**src/rtl/mem_arbiter_rr_pkg.sv**
```systemverilog
// Shared types and constants for the two-requester memory arbiter.
// State encoding, region split and requester id live here.
package mem_arbiter_rr_pkg;

  localparam int ADDR_W_DEF  = 7;
  localparam int DATA_W_DEF  = 8;
  localparam int ROM_TOP_DEF = 2;

  // Top address bits select the region; values below ROM_TOP are ROM
  localparam int REGION_W = 2;

  localparam logic [1:0] S_IDLE   = 2'd0;
  localparam logic [1:0] S_ACCESS = 2'd1;
  localparam logic [1:0] S_RESP   = 2'd2;

  typedef logic req_id_t;

endpackage

```
**src/rtl/mem_arbiter_rr_pick2.sv**
```systemverilog
// Two-way round-robin pick: a lone request wins, a tie goes
// to the requester that did not win last time.
module rr_pick2
  import mem_arbiter_rr_pkg::*;
(
  input  logic    req0,
  input  logic    req1,
  input  req_id_t last_grant,
  output logic    gnt_valid,
  output req_id_t gnt_id
);

  assign gnt_valid = req0 | req1;
  assign gnt_id    = req1 & ~(req0 & last_grant);

endmodule

```
**src/rtl/mem_arbiter_rr.sv**
```systemverilog
// Round-robin arbiter and access sequencer for one memory port.
// IDLE -> ACCESS -> RESP per transaction; ROM writes are blocked.
module mem_arbiter_rr
  import mem_arbiter_rr_pkg::*;
#(
  parameter int ADDR_W  = ADDR_W_DEF,
  parameter int DATA_W  = DATA_W_DEF,
  parameter int ROM_TOP = ROM_TOP_DEF
) (
  input  logic              clk,
  input  logic              rst_n,
  input  logic              req0,
  input  logic              we0,
  input  logic [ADDR_W-1:0] addr0,
  input  logic [DATA_W-1:0] wdata0,
  output logic              ack0,
  output logic [DATA_W-1:0] rdata0,
  output logic              err0,
  input  logic              req1,
  input  logic              we1,
  input  logic [ADDR_W-1:0] addr1,
  input  logic [DATA_W-1:0] wdata1,
  output logic              ack1,
  output logic [DATA_W-1:0] rdata1,
  output logic              err1,
  output logic              mem_we,
  output logic [ADDR_W-1:0] mem_addr,
  output logic [DATA_W-1:0] mem_din,
  input  logic [DATA_W-1:0] mem_dout
);

  localparam logic [REGION_W-1:0] LP_ROM_TOP = REGION_W'(ROM_TOP);

  logic [1:0]        r_state;
  req_id_t           r_last;
  req_id_t           r_id;
  logic              r_we;
  logic [ADDR_W-1:0] r_addr;
  logic [DATA_W-1:0] r_wdata;
  logic              r_ack0;
  logic              r_ack1;
  logic              r_err0;
  logic              r_err1;
  logic [DATA_W-1:0] r_rdata0;
  logic [DATA_W-1:0] r_rdata1;

  logic    w_gnt_valid;
  req_id_t w_gnt_id;
  logic    w_rom_hit;
  logic    w_err;

  rr_pick2 u_pick (
    .req0       (req0),
    .req1       (req1),
    .last_grant (r_last),
    .gnt_valid  (w_gnt_valid),
    .gnt_id     (w_gnt_id)
  );

  assign w_rom_hit = r_addr[ADDR_W-1 -: REGION_W] < LP_ROM_TOP;
  assign w_err     = r_we & w_rom_hit;

  // rst_n gate keeps an aborted ACCESS from committing a write
  assign mem_we   = (r_state == S_ACCESS) & r_we & ~w_rom_hit & rst_n;
  assign mem_addr = r_addr;
  assign mem_din  = r_wdata;

  assign ack0   = r_ack0;
  assign ack1   = r_ack1;
  assign err0   = r_err0;
  assign err1   = r_err1;
  assign rdata0 = r_rdata0;
  assign rdata1 = r_rdata1;

  always_ff @(posedge clk) begin
    if (!rst_n) begin
      r_state  <= S_IDLE;
      r_last   <= 1'b1;
      r_id     <= 1'b0;
      r_we     <= 1'b0;
      r_addr   <= '0;
      r_wdata  <= '0;
      r_ack0   <= 1'b0;
      r_ack1   <= 1'b0;
      r_err0   <= 1'b0;
      r_err1   <= 1'b0;
      r_rdata0 <= '0;
      r_rdata1 <= '0;
    end else begin
      unique case (r_state)
        S_IDLE: begin
          if (w_gnt_valid) begin
            r_id    <= w_gnt_id;
            r_last  <= w_gnt_id;
            r_we    <= w_gnt_id ? we1 : we0;
            r_addr  <= w_gnt_id ? addr1 : addr0;
            r_wdata <= w_gnt_id ? wdata1 : wdata0;
            r_state <= S_ACCESS;
          end
        end
        S_ACCESS: begin
          if (r_id) begin
            if (!r_we) r_rdata1 <= mem_dout;
            r_err1 <= w_err;
            r_err0 <= 1'b0;
            r_ack1 <= 1'b1;
          end else begin
            if (!r_we) r_rdata0 <= mem_dout;
            r_err0 <= w_err;
            r_err1 <= 1'b0;
            r_ack0 <= 1'b1;
          end
          r_state <= S_RESP;
        end
        S_RESP: begin
          r_ack0  <= 1'b0;
          r_ack1  <= 1'b0;
          r_state <= S_IDLE;
        end
        default: r_state <= S_IDLE;
      endcase
    end
  end

endmodule

```
**config.mk**
```make
export PLATFORM = sky130hd
export DESIGN_NAME = mem_arbiter_rr
export DESIGN_NICKNAME = d
export VERILOG_FILES = /design/src/rtl/mem_arbiter_rr_pkg.sv /design/src/rtl/mem_arbiter_rr_pick2.sv /design/src/rtl/mem_arbiter_rr.sv
export SDC_FILE = /design/constraint.sdc
export NUM_CORES = 1
export LEC_CHECK = 0
export ABC_AREA = 1
export BUFFER_PORTS_ARGS = -buffer_cell sky130_fd_sc_hd__buf_2
export CORE_MARGIN = 1
export CORE_UTILIZATION = 31
export CTS_BUF_LIST = sky130_fd_sc_hd__clkbuf_4
export CTS_CLUSTER_DIAMETER = 150
export CTS_CLUSTER_SIZE = 24
export DETAILED_ROUTE_END_ITERATION = 10
export PLACE_DENSITY_LB_ADDON = 0.2
export RECOVER_POWER = 50
export SETUP_SLACK_MARGIN = 0.3
export SYNTH_ARGS = -nofsm -noshare
export SYNTH_HDL_FRONTEND = slang
export SYNTH_HIERARCHICAL = 1
export SYNTH_SLANG_ARGS = --single-unit
```
**constraint.sdc**
```tcl
create_clock -name clk -period 3.1 [get_ports clk]
set_input_delay 0.62 -clock clk [delete_from_list [all_inputs] [get_ports clk]]
set_output_delay 0.62 -clock clk [all_outputs]
set_load 0.005 [all_outputs]
```
==> results of run 1 <==
## power groups by stage
stage               registers (uW)  clock network (uW)  logic [uW]
CTS                            583                 286         244
detailed placement             594                   0         243
floorplan                      597                   0         156
finish                         583                 271         237
global route                   589                 308         281
global placement               593                   0         244
## path summary, 6_finish.rpt
kind / from / endpoint / cells past startpoint
max: r_state[0] / mem_we / 5
min: ack1 / ack1 / 2
max reg2reg: r_state[0] / rdata0[6] / 6
min reg2reg: ack1 / ack1 / 2
## through the flow
step	instance area [um2]	utilization	cells	hold slack [ns]	total power [uW]
floorplan	1860	-	292	0.429	752
global placement	2290	0.406	432	0.452	837
detailed placement	2290	0.406	432	0.441	838
CTS	2350	0.416	440	0.457	1110
global route	2330	0.413	440	0.482	1180
finish	2330	0.413	440	0.456	1090
## layout by cell type (no fill, tap or decap)
cell         n
a21oi_1     13
a21oi_2      1
o21ai_0     17
nand3_1     20
or2_1        1
buf_4        2
clkbuf_1     6
nor2_4       1
nand2_1     74
nor2_2       2
buf_2       74
nor2_1      60
clkinvlp_4   1
inv_2        1
nor3_1       1
inv_1       46
clkbuf_4     6
dfxtp_1     40
clkinv_1     2
## area by class of cell
type | instances | area share
inverters | 48 | 0.0773
clock buffers | 6 | 0.0193
flip-flops and latches | 40 | 0.343
multi-input cells | 190 | 0.342
well taps | 72 | 0.0386
repair buffers | 82 | 0.175
clock inverters | 2 | 0.00483
## state kept, by name, indices dropped and copies added, names as in the netlist
signal,flops
r_id,1
err1,1
r_state,2
mem_din,8
rdata1,8
r_last,1
ack1,1
r_we,1
err0,1
mem_addr,7
ack0,1
rdata0,8
## synth_stat cells
cell type  count  area [um2]
o21ai_0       17        85.1
nand2_1       73         274
nand2_2        1        6.26
buf_6          1        11.3
buf_4          2        15.0
or2_1          1        6.26
clkbuf_1       4        15.0
nor3_1         1        5.00
inv_2          2        7.51
nor2_1        59         221
nand3_1       20         100
nor2_2         3        18.8
nor2_4         1        11.3
inv_1         46         173
dfxtp_1       40         801
buf_2          7        35.0
a21oi_1       14        70.1
## critical path: cells and delay by family (launching register included)
| kind | cells | cell delay (ns) |
|---|---|---|
| simple gates | 3 | 0.37 |
| buf+inv | 2 | 0.23 |
| flops | 1 | 0.41 |
## metal layers
layer | part of all wire | routed length (um) | vias up
li1 | - | - | 1023
met1 | 0.50 | 2060 | 746
met2 | 0.41 | 1720 | 67
met3 | 0.075 | 309 | 5
met4 | 0.014 | 57 | 0
met5 | 0 | 0 | -
## logic make-up (layout without fill, tap and decap cells)
group | count (synthesis) | count (layout) | share of synthesized area
compound gates | 31 | 31 | 0.0836
buf+inv | 62 | 138 | 0.138
flops | 40 | 40 | 0.432
simple gates | 159 | 159 | 0.347
==> results by group, run 1 <==
Status
  • Outcome: complete, no violations

Clock network
  • Clock latency on the worst-skew pair: 0.35 ns
  • H-tree depth: 2
  • Hold buffers post-CTS: 0
  • Postcts setup bufs: 0
  • PostCTS Resize Cnt: 0
  • Clock buffer depth: 2
  • CTS Sinks: 40
  • Clock root cell: clkbuf_4
  • CTS buffer count: 5
  • Clock-pin slew on the worst setup and hold paths: 0.13 ns
  • CTS tree: built

Synth
  • Flops & latches, synth: 40
  • Synth Warn #: 6
  • Syn Inst Count: 292
  • Mapped Nets: 336
  • Mean Syn Cell Area: 6.35 um2
  • Post-Syn Area: 1860 um2
  • Register area share after synthesis: 0.432
  • Cell variety after synth: 17

STA
  • Setup violators final: 0
  • Final Cycle Share: 0.636
  • Max-slew violations: 0
  • F_max: 508 MHz
  • Final min period: 1.97 ns
  • Final setup TNS: 0 ns
  • Worst Setup Slack, final: 1.13 ns
  • Max_slew headroom: 0.286
  • RSZ-0062 raised after global routing: no
  • Slew @ Worst Pin: 1.07 ns
  • Count of final hold-check violations: 0
  • Clock Skews: 0.0210 ns

Placed design
  • Post-DP HPWL: 2.94 mm
  • GP Congestion: 0.724
  • Place WS: 1.23 ns
  • Port Buffers: 79

Routing
  • Routed WL per cell: 9.42 um
  • Antenna viol nets, final: 0
  • Drt first pass iters: 4
  • DR DRC count: 0
  • Drt via density: 4.18
  • Vias: 1841
  • Final wirelength: 4.15 mm
  • Detailed Route Iter0 Violations: 48

Pwr
  • Combinational Power Share: 0.218
  • Pint: 752 uW
  • Switching part of the total power: 0.310
  • Leakage power: 0.00126 uW
  • Clk pwr share: 0.248
  • Reg power frac: 0.534
  • Pwr per Cell Area: 468 nW/um2
  • Sw power: 338 uW
  • Max IR drop VDD: 0.000140 V

Final layout
  • # diodes: 0
  • Synth-to-layout area growth: 25.7%
  • Reg area: 801 um2
  • Final #Nets: 411
  • Multi-input logic area: 797 um2
  • Fraction of layout cells with a size suffix above 1: 0.239
  • Layout fillers: 622

Worst setup path
  • Critical path cell sequence: clkinv_1, nor2_1, nand2_1, nor3_1, buf_2
  • Startpoint Class: flop
  • Nature of the critical path endpoint: primary output
  • Slowest cell on crit path: dfxtp_1
  • Slowest stage delay, CP: 0.41 ns
  • Critical-path maximum fanout: 4
  • WP data arrival: 1.35 ns
  • Crit path kind: flop to primary output
  • R2R setup slack: 1.22 ns
  • Worst path required time: 2.48 ns

Global route
  • First-pass GRT wire length: 7.00 mm
  • Met2 usage: 0.228
  • Busiest grt layer: met2
  • Vias in the first global route: 1617
  • Met1 usage: 0.175
  • Pin count of the biggest net entering global routing: 36
  • Tot GR Track Use: 0.142
  • Antenna violations before repair: 0
  • GRT overflow: 0
  • GR Layer Usage met3: 0.0517

Die
  • # rows: 27
  • Core area: 5640 um2
  • Die ar.: 6300 um2
  • Initial Utilization: 0.329
  • Die Span X: 79.4 um
  • I/O Pins: 80
  • Height of the chip: 79.4 um

Job
  • Max-cap viol count: 0

Min path
  • Worst hold path type: flop to flop
(Power assumes the default switching activity.)
==> run 2: changes to the inputs <==
Clock period 3.1 ns to 1.8 ns, I/O delays scaled along.
==> results by group, run 2 (synthesis results as in run 1) <==
Status
  • Outcome: complete, no violations

Final layout
  • Layout fillers: 627 (+0.80%)
  • Final #Nets: 415 (+0.97%)
  • Most common cell after layout, fill and taps aside: nand2_1
  • # diodes: 0 (unchanged)
  • Final Non-Filler Cells: 444 (+0.91%)
  • Design area: 2410 um2 (+3.2%)
  • Synth-to-layout area growth: 29.7%
  • Most frequent cells in the layout: 73 x nand2_1, 72 x buf_2, 59 x nor2_1
  • Fraction of layout cells with a size suffix above 1: 0.253 (+0.0136)

STA
  • RSZ-0062 raised after global routing: yes
  • Worst Setup Slack, final: 0.252 ns (-0.877 ns)
  • Final min period: 1.55 ns
  • Max_slew headroom: 0.660 (+0.374)
  • Slew @ Worst Pin: 0.509 ns (-0.561 ns)
  • Count of final hold-check violations: 0 (unchanged)
  • F_max: 646 MHz
  • Final setup TNS: 0 ns (unchanged)
  • Max-slew violations: 0 (unchanged)
  • Final Cycle Share: 0.860
  • Clock Skews: 0.0118 ns (-0.00920 ns)
  • Setup violators final: 0 (unchanged)

Routing
  • Final wirelength: 4.21 mm (+1.5%)
  • DR DRC count: 0 (unchanged)
  • Routed WL per cell: 9.48 um (+0.60%)
  • Drt first pass iters: 4 (unchanged)
  • Vias: 1862 (+1.1%)
  • Drt via density: 4.19 (+0.23%)
  • Antenna viol nets, final: 0 (unchanged)
  • Detailed Route Iter0 Violations: 41 (-15%)

Die
  • Initial Utilization: 0.329 (unchanged)
  • Die Span X: 79.4 um (unchanged)
  • # rows: 27 (unchanged)
  • I/O Pins: 80 (unchanged)
  • Core area: 5640 um2 (unchanged)
  • Height of the chip: 79.4 um (unchanged)
  • Die ar.: 6300 um2 (unchanged)

Worst setup path
  • Critical-path maximum fanout: 2 (-2)
  • Startpoint Class: flop
  • Worst path required time: 1.44 ns (-1.04 ns)
  • Nature of the critical path endpoint: primary output
  • Crit path kind: flop to primary output
  • WP data arrival: 1.19 ns (-0.16 ns)

Clock network
  • Clock root cell: clkbuf_4
  • CTS tree: built
  • Hold buffers post-CTS: 0 (unchanged)
  • CTS Sinks: 40 (unchanged)
  • Clock-pin slew on the worst setup and hold paths: 0.12 ns (about the same)
  • Clock latency on the worst-skew pair: 0.35 ns (about the same)
  • Clock buffer depth: 2 (unchanged)
  • H-tree depth: 2 (unchanged)
  • CTS buffer count: 5 (unchanged)

Pwr
  • Leakage power: 0.00129 uW (+2.4%)
  • Pint: 1430 uW (+90%)
  • Max IR drop VDD: 0.000268 V (+92%)
  • Clk pwr share: 0.287 (+0.039)
  • Combinational Power Share: 0.214 (-0.004)
  • Pwr per Cell Area: 839 nW/um2 (+79%)
  • Reg power frac: 0.498 (-0.036)
  • Sw power: 588 uW (+74%)
  • Switching part of the total power: 0.291 (-0.0190)

Global route
  • Pin count of the biggest net entering global routing: 36 (unchanged)
  • Tot GR Track Use: 0.145 (+0.00281)
  • Antenna violations before repair: 0 (unchanged)
  • Vias in the first global route: 1674 (+3.5%)
  • GRT overflow: 0 (unchanged)
  • First-pass GRT wire length: 7.22 mm (+3.1%)

Job
  • Max-cap viol count: 0 (unchanged)

Placed design
  • DP Cell Count: 435 (+0.69%)
  • GP Congestion: 0.730 (+0.84%)
  • Post-DP Area: 2330 um2 (+1.5%)
  • Port Buffers: 79 (unchanged)
  • Place WS: 0.432 ns (-0.798 ns)
  • Post-DP HPWL: 3.04 mm (+3.4%)

Min path
  • Worst hold path type: input port to flop
[run 2: cell count changes in the layout (fill, tap and decap cells not counted), moves of 2 or more]
cell      delta
buf_4        +2
buf_2        -2
clkbuf_1     +2
dfxtp_1      -2
dfxtp_2      +2
[run 2: power groups by stage]
| stage | logic [uW] | registers [uW] | clock network [uW] |
|---|---|---|---|
| after floorplan | 268 | 1030 | 0 |
| after global placement | 436 | 1030 | 0 |
| after detailed placement | 439 | 1030 | 0 |
| after CTS | 446 | 1010 | 601 |
| after global routing | 508 | 1020 | 635 |
| final | 433 | 1010 | 581 |
[run 2: path summary, 6_finish.rpt]
check,start,cells after the start,slack (ns),end
worst max-delay path,r_state[0],5,0.25,mem_we
worst min-delay path,rst_n,3,0.24,r_state[1]
worst max register to register,r_state[0],6,0.44,rdata0[6]
worst min register to register,ack1,2,0.46,ack1
[run 2: through the flow]
| step | total power [uW] | hold WS [ns] | util |
|---|---|---|---|
| global placement | 1460 | 0.453 | 0.412 |
| finish | 2020 | 0.245 | 0.426 |
| floorplan | 1300 | 0.429 | - |
| CTS | 2050 | 0.238 | 0.429 |
| detailed placement | 1460 | 0.445 | 0.412 |
| global route | 2160 | 0.249 | 0.426 |
[run 2: area by class of cell]
cell class | count | area (um2) | share of cell area
sequential | 40 | 803 | 0.334
multi-input combinational | 190 | 812 | 0.337
clock buffer | 5 | 37.5 | 0.0156
timing repair buffer | 86 | 445 | 0.185
clock inverter | 3 | 37.5 | 0.0156
tap | 72 | 90.1 | 0.0374
inverter | 48 | 180 | 0.0749
[run 2: worst max-delay path, cell delays in order, from the launching register on]
cell	delay [ns]
dfxtp_1	0.37
inv_1	0.07
nor2_4	0.09
nand2_2	0.07
nor3_2	0.11
buf_2	0.13
[run 2: per-layer routing]
metal  vias to the layer above  track usage  part of all wire
met5                         -            0                 0
met4                         0       0.0382            0.0057
met3                         2       0.0460             0.073
met2                        61        0.247              0.44
met1                       773        0.174              0.48
li1                       1026            -                 -
[run 2: what timing repair did]
action                                  in CTS  in global routing
gates resized for setup                      4                  2
pin swaps                                    0                  0
setup buffers                                1                  0
endpoints found under the setup margin       1                  1
==> run 3: changes to the inputs <==
Settings changed: CORE_UTILIZATION 31 to 44.
==> results by group, run 3 (synthesis results as in run 1) <==
Worst setup path
  • Slowest stage delay, CP: 0.40 ns (+0.03 ns)
  • Critical path cell sequence: inv_2, nor2_4, nand2_1, nor3_2, buf_2
  • Crit path kind: flop to primary output
  • Worst path bufs/invs: 2 (unchanged)
  • CP Depth: 5 (unchanged)
  • Nature of the critical path endpoint: primary output
  • CP delay by family, top: flip-flops
  • Critical-path maximum fanout: 4 (+2)
  • Slowest cell on crit path: dfxtp_1
  • Worst path required time: 1.44 ns (about the same)
  • Critical Path End: mem_we
  • Critical path launch point: r_state[0]
  • FF-to-FF End: mem_addr[6]
  • WP data arrival: 1.21 ns (+0.02 ns)
  • Startpoint Class: flop
  • R2r startpoint: r_state[1]
  • Worst Reg-to-Reg Cells: 5 (-1)
  • R2R setup slack: 0.46 ns (+0.02 ns)

Routing
  • Detailed Route Iter0 Violations: 118 (+190%)
  • Drt first pass iters: 4 (unchanged)
  • Drt via density: 4.45 (+6.1%)
  • Routed WL per cell: 9.34 um (-1.5%)
  • Final wirelength: 3.91 mm (-7.1%)
  • Vias: 1865 (+0.16%)
  • Antenna viol nets, final: 0 (unchanged)
  • DR DRC count: 0 (unchanged)

Global route
  • Vias in the first global route: 1532 (-8.5%)
  • Tot GR Track Use: 0.188 (+0.0428)
  • Antenna violations before repair: 0 (unchanged)
  • Pin count of the biggest net entering global routing: 36 (unchanged)
  • GRT overflow: 0 (unchanged)
  • First-pass GRT wire length: 6.37 mm (-12%)

STA
  • Clock Skews: 0.00872 ns (-0.00308 ns)
  • Final Cycle Share: 0.871 (+0.0111)
  • Max_slew headroom: 0.608 (-0.0523)
  • Final min period: 1.57 ns (+0.0199 ns)
  • Count of final hold-check violations: 0 (unchanged)
  • Final setup TNS: 0 ns (unchanged)
  • Slew @ Worst Pin: 0.587 ns (+0.0778 ns)
  • F_max: 638 MHz (-1.3%)
  • Setup violators final: 0 (unchanged)
  • Max-slew violations: 0 (unchanged)
  • RSZ-0062 raised after global routing: yes

Clock network
  • Clock-pin slew on the worst setup and hold paths: 0.12 ns (about the same)
  • CTS tree: built
  • Clock root cell: clkbuf_4
  • CTS Sinks: 40 (unchanged)
  • H-tree depth: 2 (unchanged)
  • Postcts setup bufs: 0 (-1)
  • CTS buffer count: 5 (unchanged)
  • Clock latency on the worst-skew pair: 0.35 ns (about the same)
  • Clock buffer depth: 2 (unchanged)

Final layout
  • Most frequent cells in the layout: 74 x nand2_1, 70 x buf_2, 59 x nor2_1
  • # diodes: 0 (unchanged)
  • Synth-to-layout area growth: 27.8%
  • Fraction of layout cells with a size suffix above 1: 0.247 (-0.00608)
  • Final #Nets: 412 (-0.72%)
  • Final core utilization: 0.589 (+0.162)
  • Most common cell after layout, fill and taps aside: nand2_1
  • Layout fillers: 448 (-29%)

Placed design
  • Port Buffers: 79 (unchanged)
  • Post-DP HPWL: 2.88 mm (-5.4%)
  • GP Congestion: 0.707 (-3.1%)

Job
  • Max-cap viol count: 0 (unchanged)

Die
  • Die ar.: 4480 um2 (-29%)
  • Initial Utilization: 0.461 (+0.132)
  • # rows: 23 (-15%)
  • Height of the chip: 66.9 um (-16%)
  • Die Span X: 66.9 um (-16%)
  • I/O Pins: 80 (unchanged)
  • Core area: 4030 um2 (-29%)

Pwr
  • Max IR drop VDD: 0.000384 V (+43%)
  • Leakage power: 0.00128 uW (-1.0%)
  • Overall power: 2030 uW (+0.29%)
  • Pwr per Cell Area: 854 nW/um2 (+1.8%)

Min path
  • Worst hold path type: input port to flop

Status
  • Outcome: complete, no violations
[run 3: area by class of cell]
class	instances	area [um2]	share of cell area
tap	50	62.6	0.0264
clock buffer	5	37.5	0.0158
timing repair buffer	83	437	0.184
clock inverter	3	42.5	0.0179
sequential	40	802	0.338
inverter	48	180	0.0760
multi-input combinational	190	810	0.341
[run 3: layer usage]
| layer | vias up | track usage | routed length, um |
|---|---|---|---|
| li1 | 1023 | - | - |
| met1 | 771 | 0.226 | 1830 |
| met2 | 65 | 0.304 | 1740 |
| met3 | 6 | 0.0702 | 292 |
| met4 | 0 | 0.0638 | 54 |
| met5 | - | 0 | 0 |
[run 3: tightest hold or removal path: stages]
cell     delay [ns]
buf_2          0.09
nand2_1        0.07
inv_1          0.06
[run 3: worst min-delay path by stage]
stage / from / to / slack [ns] / cells past startpoint
final: rst_n / r_state[1] / 0.25 / 3
after global routing: rst_n / r_state[1] / 0.25 / 3
after CTS: rst_n / r_state[1] / 0.24 / 3
after detailed placement: ack0 / ack0 / 0.44 / 2
after global placement: ack0 / ack0 / 0.44 / 2
after floorplan: r_last / r_last / 0.43 / 2
[run 3: per-stage QoR]
| stage | setup WS [ns] | std cells | hold slack [ns] | instance area, um2 |
|---|---|---|---|---|
| 2_1_floorplan | 0.558 | 292 | 0.429 | 1860 |
| 3_3_place_gp | 0.468 | 411 | 0.442 | 2300 |
| 3_5_place_dp | 0.423 | 411 | 0.443 | 2300 |
| 4_1_cts | 0.241 | 419 | 0.244 | 2380 |
| 5_1_grt | 0.108 | 419 | 0.253 | 2370 |
| 6_report | 0.232 | 419 | 0.254 | 2370 |
[run 3: repair_timing]
action / CTS / global route
gates cloned: 0 / 0
pin swaps: 0 / 0
resized for setup: 2 / 3
hold endpoints to repair: 0 / 0
hold buffers: 0 / 0
endpoints found under the setup margin: 1 / 1
[run 3: power by group]
group / switching [uW] / internal, uW / total (uW)
Combinational: 243 / 181 / 424
Clock: 306 / 290 / 596
Sequential: 44.5 / 961 / 1010
